<file path="src/rtl/uart_cfg_pkg.sv">
// Purpose : shared constants for the configurable async receiver: FSM encoding,
//           parity-mode codes, legal parameter bounds and small helper functions.
// Latency : n/a (package). Backpressure: n/a.
package uart_cfg_pkg;

    // FSM state encoding
    localparam logic [2:0] ST_IDLE      = 3'd0;
    localparam logic [2:0] ST_START     = 3'd1;
    localparam logic [2:0] ST_DATA      = 3'd2;
    localparam logic [2:0] ST_PARITY    = 3'd3;
    localparam logic [2:0] ST_STOP      = 3'd4;
    localparam logic [2:0] ST_DONE      = 3'd5;
    localparam logic [2:0] ST_WAIT_IDLE = 3'd6;

    // Parity modes
    localparam int PAR_NONE = 0;
    localparam int PAR_ODD  = 1;
    localparam int PAR_EVEN = 2;

    // Legal parameter bounds
    localparam int OS_MIN        = 8;
    localparam int OS_MAX        = 32;
    localparam int DATA_BITS_MIN = 5;
    localparam int DATA_BITS_MAX = 9;
    localparam int STOP_BITS_MIN = 1;
    localparam int STOP_BITS_MAX = 2;

    function automatic logic is_pow2(input int v);
        return (v > 0) && ((v & (v - 1)) == 0);
    endfunction

    // 2-of-3 majority
    function automatic logic maj3(input logic a, input logic b, input logic c);
        return (a & b) | (a & c) | (b & c);
    endfunction

endpackage

</file>
<file path="src/rtl/rx_baud_tick.sv">
// Purpose : oversample enable generator; fractional phase accumulator adds
//           BAUD*OVERSAMPLE each clk and wraps at CLK_FREQ, so the mean tick
//           rate is exact and jitter is at most one clk.
// Latency : tick is registered (one clk after the wrap). Backpressure: none.
// Ports   : clk, rst (async active-low), tick (1-clk pulse at BAUD*OVERSAMPLE).
module rx_baud_tick #(
    parameter int CLK_FREQ   = 50000000,
    parameter int BAUD       = 115200,
    parameter int OVERSAMPLE = 16
) (
    input  logic clk,
    input  logic rst,
    output logic tick
);

    localparam int ACC_W = 32;
    localparam int SUM_W = ACC_W + 1;
    localparam int INC   = BAUD * OVERSAMPLE;

    // At most one tick per clk can be produced.
    if (INC > CLK_FREQ || INC <= 0) begin : g_bad_rate
        $error("rx_baud_tick: BAUD*OVERSAMPLE must be positive and not exceed CLK_FREQ");
    end

    logic [ACC_W-1:0] acc;
    logic [SUM_W-1:0] sum;

    assign sum = {1'b0, acc} + SUM_W'(INC);

    always_ff @(posedge clk or negedge rst) begin
        if (!rst) begin
            acc  <= '0;
            tick <= 1'b0;
        end else if (sum >= SUM_W'(CLK_FREQ)) begin
            acc  <= ACC_W'(sum - SUM_W'(CLK_FREQ));
            tick <= 1'b1;
        end else begin
            acc  <= sum[ACC_W-1:0];
            tick <= 1'b0;
        end
    end

endmodule

</file>
<file path="src/rtl/async_receiver_cfg.sv">
// Purpose : configurable UART receiver (5..9 data bits, none/odd/even parity,
//           1..2 stop bits) with majority-voted mid-bit sampling and break handling.
// Latency : word presented 1 clk after the tick completing the last stop-bit vote.
// Backpressure: one-word holding register; a frame finishing while the held word
//           is unaccepted is dropped and flagged by sticky overrun.
// Ports   : clk, rst (async active-low), rxd_in (raw line), rx_data/rx_valid/
//           rx_ready (valid-ready output), parity_err, frame_err, overrun, busy.
module async_receiver_cfg
    import uart_cfg_pkg::*;
#(
    parameter int CLK_FREQ   = 50000000,
    parameter int BAUD       = 115200,
    parameter int OVERSAMPLE = 16,
    parameter int DATA_BITS  = 8,
    parameter int PARITY     = 0,
    parameter int STOP_BITS  = 1
) (
    input  logic                 clk,
    input  logic                 rst,
    input  logic                 rxd_in,
    output logic [DATA_BITS-1:0] rx_data,
    output logic                 rx_valid,
    input  logic                 rx_ready,
    output logic                 parity_err,
    output logic                 frame_err,
    output logic                 overrun,
    output logic                 busy
);

    // ---------------------------------------------------------------------
    // Elaboration-time parameter legality
    // ---------------------------------------------------------------------
    if (!is_pow2(OVERSAMPLE) || OVERSAMPLE < OS_MIN || OVERSAMPLE > OS_MAX) begin : g_bad_os
        $error("async_receiver_cfg: OVERSAMPLE must be a power of 2 in 8..32");
    end
    if (DATA_BITS < DATA_BITS_MIN || DATA_BITS > DATA_BITS_MAX) begin : g_bad_data
        $error("async_receiver_cfg: DATA_BITS must be in 5..9");
    end
    if (PARITY != PAR_NONE && PARITY != PAR_ODD && PARITY != PAR_EVEN) begin : g_bad_par
        $error("async_receiver_cfg: PARITY must be 0, 1 or 2");
    end
    if (STOP_BITS < STOP_BITS_MIN || STOP_BITS > STOP_BITS_MAX) begin : g_bad_stop
        $error("async_receiver_cfg: STOP_BITS must be 1 or 2");
    end

    localparam int CW = $clog2(OVERSAMPLE);
    localparam logic [CW-1:0] SMP0 = CW'(OVERSAMPLE / 2 - 1);
    localparam logic [CW-1:0] SMP1 = CW'(OVERSAMPLE / 2);
    localparam logic [CW-1:0] SMP2 = CW'(OVERSAMPLE / 2 + 1);

    // ---------------------------------------------------------------------
    // Oversample tick
    // ---------------------------------------------------------------------
    logic tick;

    rx_baud_tick #(
        .CLK_FREQ   (CLK_FREQ),
        .BAUD       (BAUD),
        .OVERSAMPLE (OVERSAMPLE)
    ) u_tick (
        .clk  (clk),
        .rst  (rst),
        .tick (tick)
    );

    // ---------------------------------------------------------------------
    // Line synchronizer and edge detect
    // ---------------------------------------------------------------------
    logic       rxd_meta;
    logic       rxd_sync;
    logic       rxd_prev;
    logic [1:0] sync_fill;   // marks when rxd_sync holds a real post-reset sample
    logic       armed;       // a genuine high has been seen since reset

    // The synchronizer resets high, so a line already low at reset release would
    // otherwise look like a falling edge; armed requires a real high first.
    always_ff @(posedge clk or negedge rst) begin
        if (!rst) begin
            rxd_meta  <= 1'b1;
            rxd_sync  <= 1'b1;
            rxd_prev  <= 1'b1;
            sync_fill <= 2'b00;
            armed     <= 1'b0;
        end else begin
            rxd_meta  <= rxd_in;
            rxd_sync  <= rxd_meta;
            rxd_prev  <= rxd_sync;
            sync_fill <= {sync_fill[0], 1'b1};
            armed     <= armed | (sync_fill[1] & rxd_sync);
        end
    end

    logic fall;
    assign fall = armed & rxd_prev & ~rxd_sync;

    // ---------------------------------------------------------------------
    // Receive FSM
    // ---------------------------------------------------------------------
    logic [2:0]           state;
    logic [CW-1:0]        tick_cnt;   // ticks since the start edge, wraps per bit
    logic [1:0]           samp;       // first two of the three mid-bit samples
    logic [DATA_BITS-1:0] shreg;
    logic [3:0]           bit_cnt;
    logic                 stop_cnt;
    logic                 pe_pend;
    logic                 fe_pend;

    logic vote_tick;
    logic voted;
    logic par_exp;
    logic counting;
    logic frame_done;

    assign counting  = (state == ST_START) || (state == ST_DATA) ||
                       (state == ST_PARITY) || (state == ST_STOP);
    assign vote_tick = tick && (tick_cnt == SMP2);
    assign voted     = maj3(samp[0], samp[1], rxd_sync);
    assign par_exp   = (PARITY == PAR_ODD) ? ~(^shreg) : ^shreg;
    // The word is committed on the same edge that enters DONE.
    assign frame_done = (state == ST_STOP) && vote_tick &&
                        (stop_cnt == 1'(STOP_BITS - 1));

    always_ff @(posedge clk or negedge rst) begin
        if (!rst) begin
            state    <= ST_IDLE;
            tick_cnt <= '0;
            samp     <= 2'b11;
            shreg    <= '0;
            bit_cnt  <= '0;
            stop_cnt <= 1'b0;
            pe_pend  <= 1'b0;
            fe_pend  <= 1'b0;
        end else begin
            if (counting && tick) begin
                tick_cnt <= tick_cnt + 1'b1;
                if (tick_cnt == SMP0) samp[0] <= rxd_sync;
                if (tick_cnt == SMP1) samp[1] <= rxd_sync;
            end

            case (state)
                ST_IDLE: begin
                    if (fall) begin
                        state    <= ST_START;
                        tick_cnt <= '0;
                        bit_cnt  <= '0;
                        stop_cnt <= 1'b0;
                        pe_pend  <= 1'b0;
                        fe_pend  <= 1'b0;
                    end
                end
                ST_START: begin
                    if (vote_tick) state <= voted ? ST_IDLE : ST_DATA;
                end
                ST_DATA: begin
                    if (vote_tick) begin
                        shreg   <= {voted, shreg[DATA_BITS-1:1]};
                        bit_cnt <= bit_cnt + 4'd1;
                        if (bit_cnt == 4'(DATA_BITS - 1))
                            state <= (PARITY != PAR_NONE) ? ST_PARITY : ST_STOP;
                    end
                end
                ST_PARITY: begin
                    if (vote_tick) begin
                        if (voted != par_exp) pe_pend <= 1'b1;
                        state <= ST_STOP;
                    end
                end
                ST_STOP: begin
                    if (vote_tick) begin
                        if (!voted) fe_pend <= 1'b1;
                        if (frame_done) state <= ST_DONE;
                        else            stop_cnt <= 1'b1;
                    end
                end
                ST_DONE: begin
                    state <= fe_pend ? ST_WAIT_IDLE : ST_IDLE;
                end
                ST_WAIT_IDLE: begin
                    // A break holds the line low; wait for it to release.
                    if (rxd_sync) state <= ST_IDLE;
                end
                default: state <= ST_IDLE;
            endcase
        end
    end

    assign busy = (state != ST_IDLE);

    // ---------------------------------------------------------------------
    // Output holding register
    // ---------------------------------------------------------------------
    logic new_fe;
    assign new_fe = fe_pend | ~voted;

    always_ff @(posedge clk or negedge rst) begin
        if (!rst) begin
            rx_data    <= '0;
            rx_valid   <= 1'b0;
            parity_err <= 1'b0;
            frame_err  <= 1'b0;
            overrun    <= 1'b0;
        end else if (rx_valid && rx_ready) begin
            overrun <= 1'b0;
            if (frame_done) begin
                // Back-to-back: the slot frees on this edge, so take the new word.
                rx_data    <= shreg;
                parity_err <= pe_pend;
                frame_err  <= new_fe;
            end else begin
                rx_valid <= 1'b0;
            end
        end else if (frame_done) begin
            if (rx_valid) begin
                overrun <= 1'b1;
            end else begin
                rx_data    <= shreg;
                rx_valid   <= 1'b1;
                parity_err <= pe_pend;
                frame_err  <= new_fe;
            end
        end
    end

endmodule

</file>
<file path="config.mk">
export PLATFORM = sky130hd
export DESIGN_NAME = async_receiver_cfg
export DESIGN_NICKNAME = d
export VERILOG_FILES = /design/src/rtl/uart_cfg_pkg.sv /design/src/rtl/rx_baud_tick.sv /design/src/rtl/async_receiver_cfg.sv
export SDC_FILE = /design/constraint.sdc
export NUM_CORES = 1
export LEC_CHECK = 0
export CAP_MARGIN = 5
export CORE_MARGIN = 2
export CORE_UTILIZATION = 50
export CTS_BUF_LIST = sky130_fd_sc_hd__clkbuf_16
export DETAILED_ROUTE_END_ITERATION = 7
export PLACE_DENSITY = 0.68
export SETUP_SLACK_MARGIN = 0.4
export SLEW_MARGIN = 15
export SYNTH_ARGS = -nofsm -noshare
export SYNTH_HDL_FRONTEND = slang
export SYNTH_SLANG_ARGS = --single-unit
</file>
<file path="constraint.sdc">
create_clock -name clk -period 4 [get_ports clk]
set_input_delay 0.4 -clock clk [delete_from_list [all_inputs] [get_ports clk]]
set_output_delay 0.4 -clock clk [all_outputs]
set_load 0.03 [all_outputs]
</file>
**Word-level counts from Yosys, hierarchy flattened**

Cells that the tools add are included.
Widths: inputs -> output; s select.

- Bits in registers: 75
- Input bits: 4
- Output and inout bits: 13

- Add/sub/neg operators: 4
- Magnitude comparators: 1
- Equality and inequality tests: 24
- Muxes and demuxes: 47
- Bitwise gates (word level): 13
- Reductions and logical operators: 27

Operator list:

| kind | count |
|---|---|
| $add 32x21->33 const B | 1 |
| $ge 33x26->1 const B | 1 |
| $mux 32 | 1 |
| $mux 8 | 4 |
| $sub 32x26->32 const B | 1 |
| $mux 3 | 9 |
| $mux 1 | 22 |
| $pmux 3 s7 | 1 |
| $mux 4 | 5 |
| $ne 2x2->1 const B | 10 |
| $reduce_and 2->1 | 6 |
| $reduce_and 4->1 | 3 |
| $reduce_bool 2->1 | 5 |
| $eq 3x3->1 const B | 3 |
| $add 4x1->4 const B | 2 |
| $eq 4x3->1 const B | 2 |
| $eq 4x4->1 const B | 2 |
| $pmux 4 s2 | 1 |
| $reduce_and 8->1 | 1 |
| $reduce_xor 8->1 | 1 |
| $and 1x1->1 | 6 |
| $eq 3x2->1 const B | 2 |
| $ne 2x1->1 const B | 3 |
| $pmux 1 s2 | 3 |
| other kinds (10) | 21 |

**Depth between registers and ports, before layout**

- Depth after elaboration: 8
- Gate-level depth with buffers: 13
- Depth with buffers taken out: 10

**Cells and area by module**

A second synthesis with hierarchy kept.

- Cell total of the unflattened synthesis: 360
- Area, all modules: 3863.7 µm²

Modules (own cells, without submodules):

| module | times used | cells each | area an instance (µm²) | sequential area each (µm²) |
|---|---|---|---|---|
| async_receiver_cfg | 1 | 156 | 1981.9 | 1057.3 |
| rx_baud_tick | 1 | 204 | 1881.8 | 650.6 |

**Worst setup path before layout**

OpenSTA, ideal clock, no wires.

- Path type: register -> register
- From: register u_tick.acc[13]
- To: register u_tick.acc[29]
- Setup time: 0.128 ns
- Arrival time: 2.740 ns
- Required time: 3.872 ns
- Path slack: 1.132 ns
- Stages on the path, launching flop included: 12
- Path buffers: 2
- Clock period less this slack: 2.868 ns
- Cell sequence: dfrtp_1 ha_1 buf_2 xor2_1 and3_1 a21oi_1 o21ai_1 a31oi_2 o311a_1 buf_6 or4_1 xor2_1

- Word-level cells in the longest chain between the ends: 3
- Elaborated cells between the ends (all ways): 4

Ends and longest elaborated chain:

| what | line | source |
|---|---|---|
| start: declaration | rx_baud_tick.sv:25 | `logic [ACC_W-1:0] acc;` |
| start signal: assignment | rx_baud_tick.sv:35 | `acc <= ACC_W'(sum - SUM_W'(CLK_FREQ));` |
| start signal: assignment | rx_baud_tick.sv:38 | `acc <= sum[ACC_W-1:0];` |
| $add 32x21->33 * | rx_baud_tick.sv:28 | `assign sum = {1'b0, acc} + SUM_W'(INC);` |
| $sub 32x26->32 or $ge 33x26->1 (tied branches) | rx_baud_tick.sv:35, rx_baud_tick.sv:34 |  |
| $mux 32 * | rx_baud_tick.sv:34 | `end else if (sum >= SUM_W'(CLK_FREQ)) begin` |

Mark *: on every way between the ends. The rest lies on a longest branch, timed or not.
A chain may end at the register's enable or synchronous reset.

**Worst setup path in the final report**

- From: register u_tick.acc[13]
- To: register u_tick.acc[23]

The elaborated chain is that of the path after synthesis.

==> results.md <==
- Flop pwr share: 40.7%
- Hold Crit Class: in2async
- Worst EP arrival: about 3.5 ns
- Nets: 421
- Remaining DRCs: 0
- P&R area growth vs syn: 14.4%
- Fin util: 59.8%
- Post-CTS Resized: 0
- Path type of the worst setup path: reg2reg
- H-tree depth: 3
- Worst r2r src: u_tick.acc[13]
- Via count: 2897
- Sw frac: 25.2%
- Part of the power in the clock network: 47.6%
- Slew Limit Fails: 0
- RSZ-0062 raised after global routing: no
- Final setup skew: 0.00493 ns
- Fin crit period: around 3.3 ns
- Routed WL: 7680 microns
- Pwr Density: 430 nW/um^2
- Clk root buf: clkbuf_16
- Routed WL per cell: ~15 microns
- Clock-pin slew on the worst setup and hold paths: 0.06 ns
- Core footprint: ~7400 sq um
- Setup crit start kind: register
- Cell accounting for the most synthesized area: dfrtp_1
- Hold Vio Cnt, Final: 0
- Post-Syn Instances: 393
- Final ANT Viol Nets: 0
- Post-synthesis sequential area ratio: 44.4%
- Global-route wire length before repair: 13500 microns
- Share of total power in combinational logic: 11.7%
- Max-Cap Viols: 0
- CTS tree: done
- Top cells by area, synth: dfrtp_1 (41%), xnor2_1 (7.3%), nand2_1 (5.5%), xor2_1 (3.9%), mux2_2 (3.5%)
- # setup viols final: 0
- Syn Nets: ~410
- GR Overflow Total: 0
- Required time worst endpoint: around 4.2 ns
- F_max: between 300 and 400 MHz
- Detailed Route Iter0 Violations: 151
- Hold-fix buffers, CTS: 0
- # rows: 31
- GRT Total Usage: 20.0%
- Yosys Warn Count: 0
- PortBufs: 16
- Max FO, Critical Path: 18
- Initial core utilization: 52.2%
- Rel. slew slack: between 20 and 30%
- CTS sink count: 68
- Ys async rst share: 100%
- I/O Pins: 17
- Setup TNS: 0 ns
- TritonCTS buffer count: 9
- Crit path capture type: register
- Power Internal: 1.42 mW
- Detailed placer's ending HPWL: 5270 microns
- Post-synthesis cell type count: 67
- Initial antenna violation count: 0
- ANT cells: 0
- Share of layout cells above drive strength 1: 12.8%
- Number of synthesized flops with an enable pin: 0
- Number of synthesized register bits: 68
- Part of the cycle the worst path needs: 81.5%
- Commonest non-fill, non-tap cell in the layout: dfrtp_1
- Die span in x: 91.8 microns
- Worst-Margin Slew: 1.07 ns
- Postcts setup bufs: 0
- Avg Synthesized Cell Area: 9.80 sq um
- Worst reg2reg setup slack: 0.74 ns
- Reg2reg path depth: 10
- Post-Syn Area: 3850 sq um
- Psw: 0.476 mW
- GP Congestion: around 0.92
- LEAKAGE: ~1.9 nW
- Synth top area share: 40.9%
- Peak supply drop: 207 uV
- R2r endpoint: u_tick.acc[23]
- Vias in the first global route: 2885
- Die height: 91.8 microns
- Iteration count of the initial detailed-routing pass: 4
- Largest net degree at the start of global routing: 39
- Die area: 8420 sq um
- Via-to-Cell Ratio: approximately 5.7
- Outcome: finished, final reports clean
- Most frequent cells in the layout: dfrtp_1 (63), nand2_1 (56), xnor2_1 (32)
- Clk_lat worst skew: 0.33 ns
- Synth Flop Type: dfrtp_1
- Filler Cell Count: just over 600
- Clock buffer depth: 2
==> power groups by stage <==
stage          Clock (mW)  Combinational [mW]  Sequential [mW]
4_1_cts             0.917               0.223            0.769
3_5_place_dp            0               0.220            0.781
2_1_floorplan           0               0.150            0.775
6_report            0.901               0.221            0.771
3_3_place_gp            0               0.214            0.781
5_1_grt             0.950               0.246            0.778
==> synth_stat cells, types with 7 or more instances <==
cell	instances
mux2_2	12
and3_1	7
dfrtp_1	63
xor2_1	17
nand3_1	21
clkbuf_1	7
nor2_1	28
nand4_1	9
o21ai_0	14
ha_1	9
xnor2_1	32
nand2_1	56
a21oi_1	11
inv_1	10
==> critical path, cell delays in order (launching register included) <==
cell	delay (ns)
dfrtp_1	0.44
ha_1	0.35
nand4_1	0.26
nand2_4	0.11
or4_1	0.48
o32ai_1	0.19
o221a_2	0.28
o311a_1	0.41
inv_2	0.23
and3_1	0.25
xor2_1	0.13
==> registers in the layout (all words and copies together), names as in the netlist, 2 cells and up <==
name	count
bit_cnt	4
sync_fill	2
state	3
samp	2
tick_cnt	4
u_tick.acc	25
rx_data	8
shreg	8
==> worst max path at each step <==
stage	from	to	cells after the start	slack, ns
6_report	u_tick.acc[13]	u_tick.acc[23]	10	0.74
5_1_grt	u_tick.acc[13]	u_tick.acc[29]	9	0.56
4_1_cts	u_tick.acc[13]	u_tick.acc[29]	9	0.78
3_5_place_dp	u_tick.acc[13]	u_tick.acc[23]	10	0.82
3_3_place_gp	u_tick.acc[13]	u_tick.acc[23]	10	0.95
2_1_floorplan	u_tick.acc[13]	u_tick.acc[29]	11	1.13
==> per-stage QoR <==
stage | hold WS, ns | cells | power, mW | cell area [sq um] | worst slack, ns
6_report | 0.110 | 512 | 1.89 | 4410 | 0.739
5_1_grt | 0.172 | 512 | 1.97 | 4410 | 0.565
4_1_cts | 0.138 | 512 | 1.91 | 4410 | 0.783
3_5_place_dp | 0.341 | 496 | 1.00 | 4070 | 0.819
3_3_place_gp | 0.335 | 496 | 0.995 | 4070 | 0.945
2_1_floorplan | 0.104 | 393 | 0.926 | 3850 | 1.13
==> layout make-up <==
type                       instances  area, sq um  share of cell area, %
clock inverter                     7          115                   2.61
inverter                          11         41.3                  0.937
sequential                        68         1710                   38.8
tap                               99          124                   2.81
timing repair buffer              17          163                   3.69
multi-input combinational        301         2030                   46.1
clock buffer                       9          225                   5.11
==> kinds of logic (layout without fill, tap and decap cells) <==
group	Yosys count	after routing	share of synthesized area, %
and+or+nand+nor	164	164	21.9
adders and majority gates	10	10	3.18
muxes	14	14	4.03
AOI/OAI and AO/OA	61	61	11.5
other	1	1	0.0974
DFF	68	68	44.4
xor gates and xnor gates	51	51	12.0
buffers and inverters	24	44	2.92
==> layer usage <==
metal	up-vias	GRT usage [%]	share of wire [%]
met5	-	0	0
met4	0	9.33	2.4
met3	17	4.68	5.0
met2	89	31.2	47
met1	1388	26.4	45
li1	1403	-	-
Note: power is estimated with default switching activity, not from simulation.
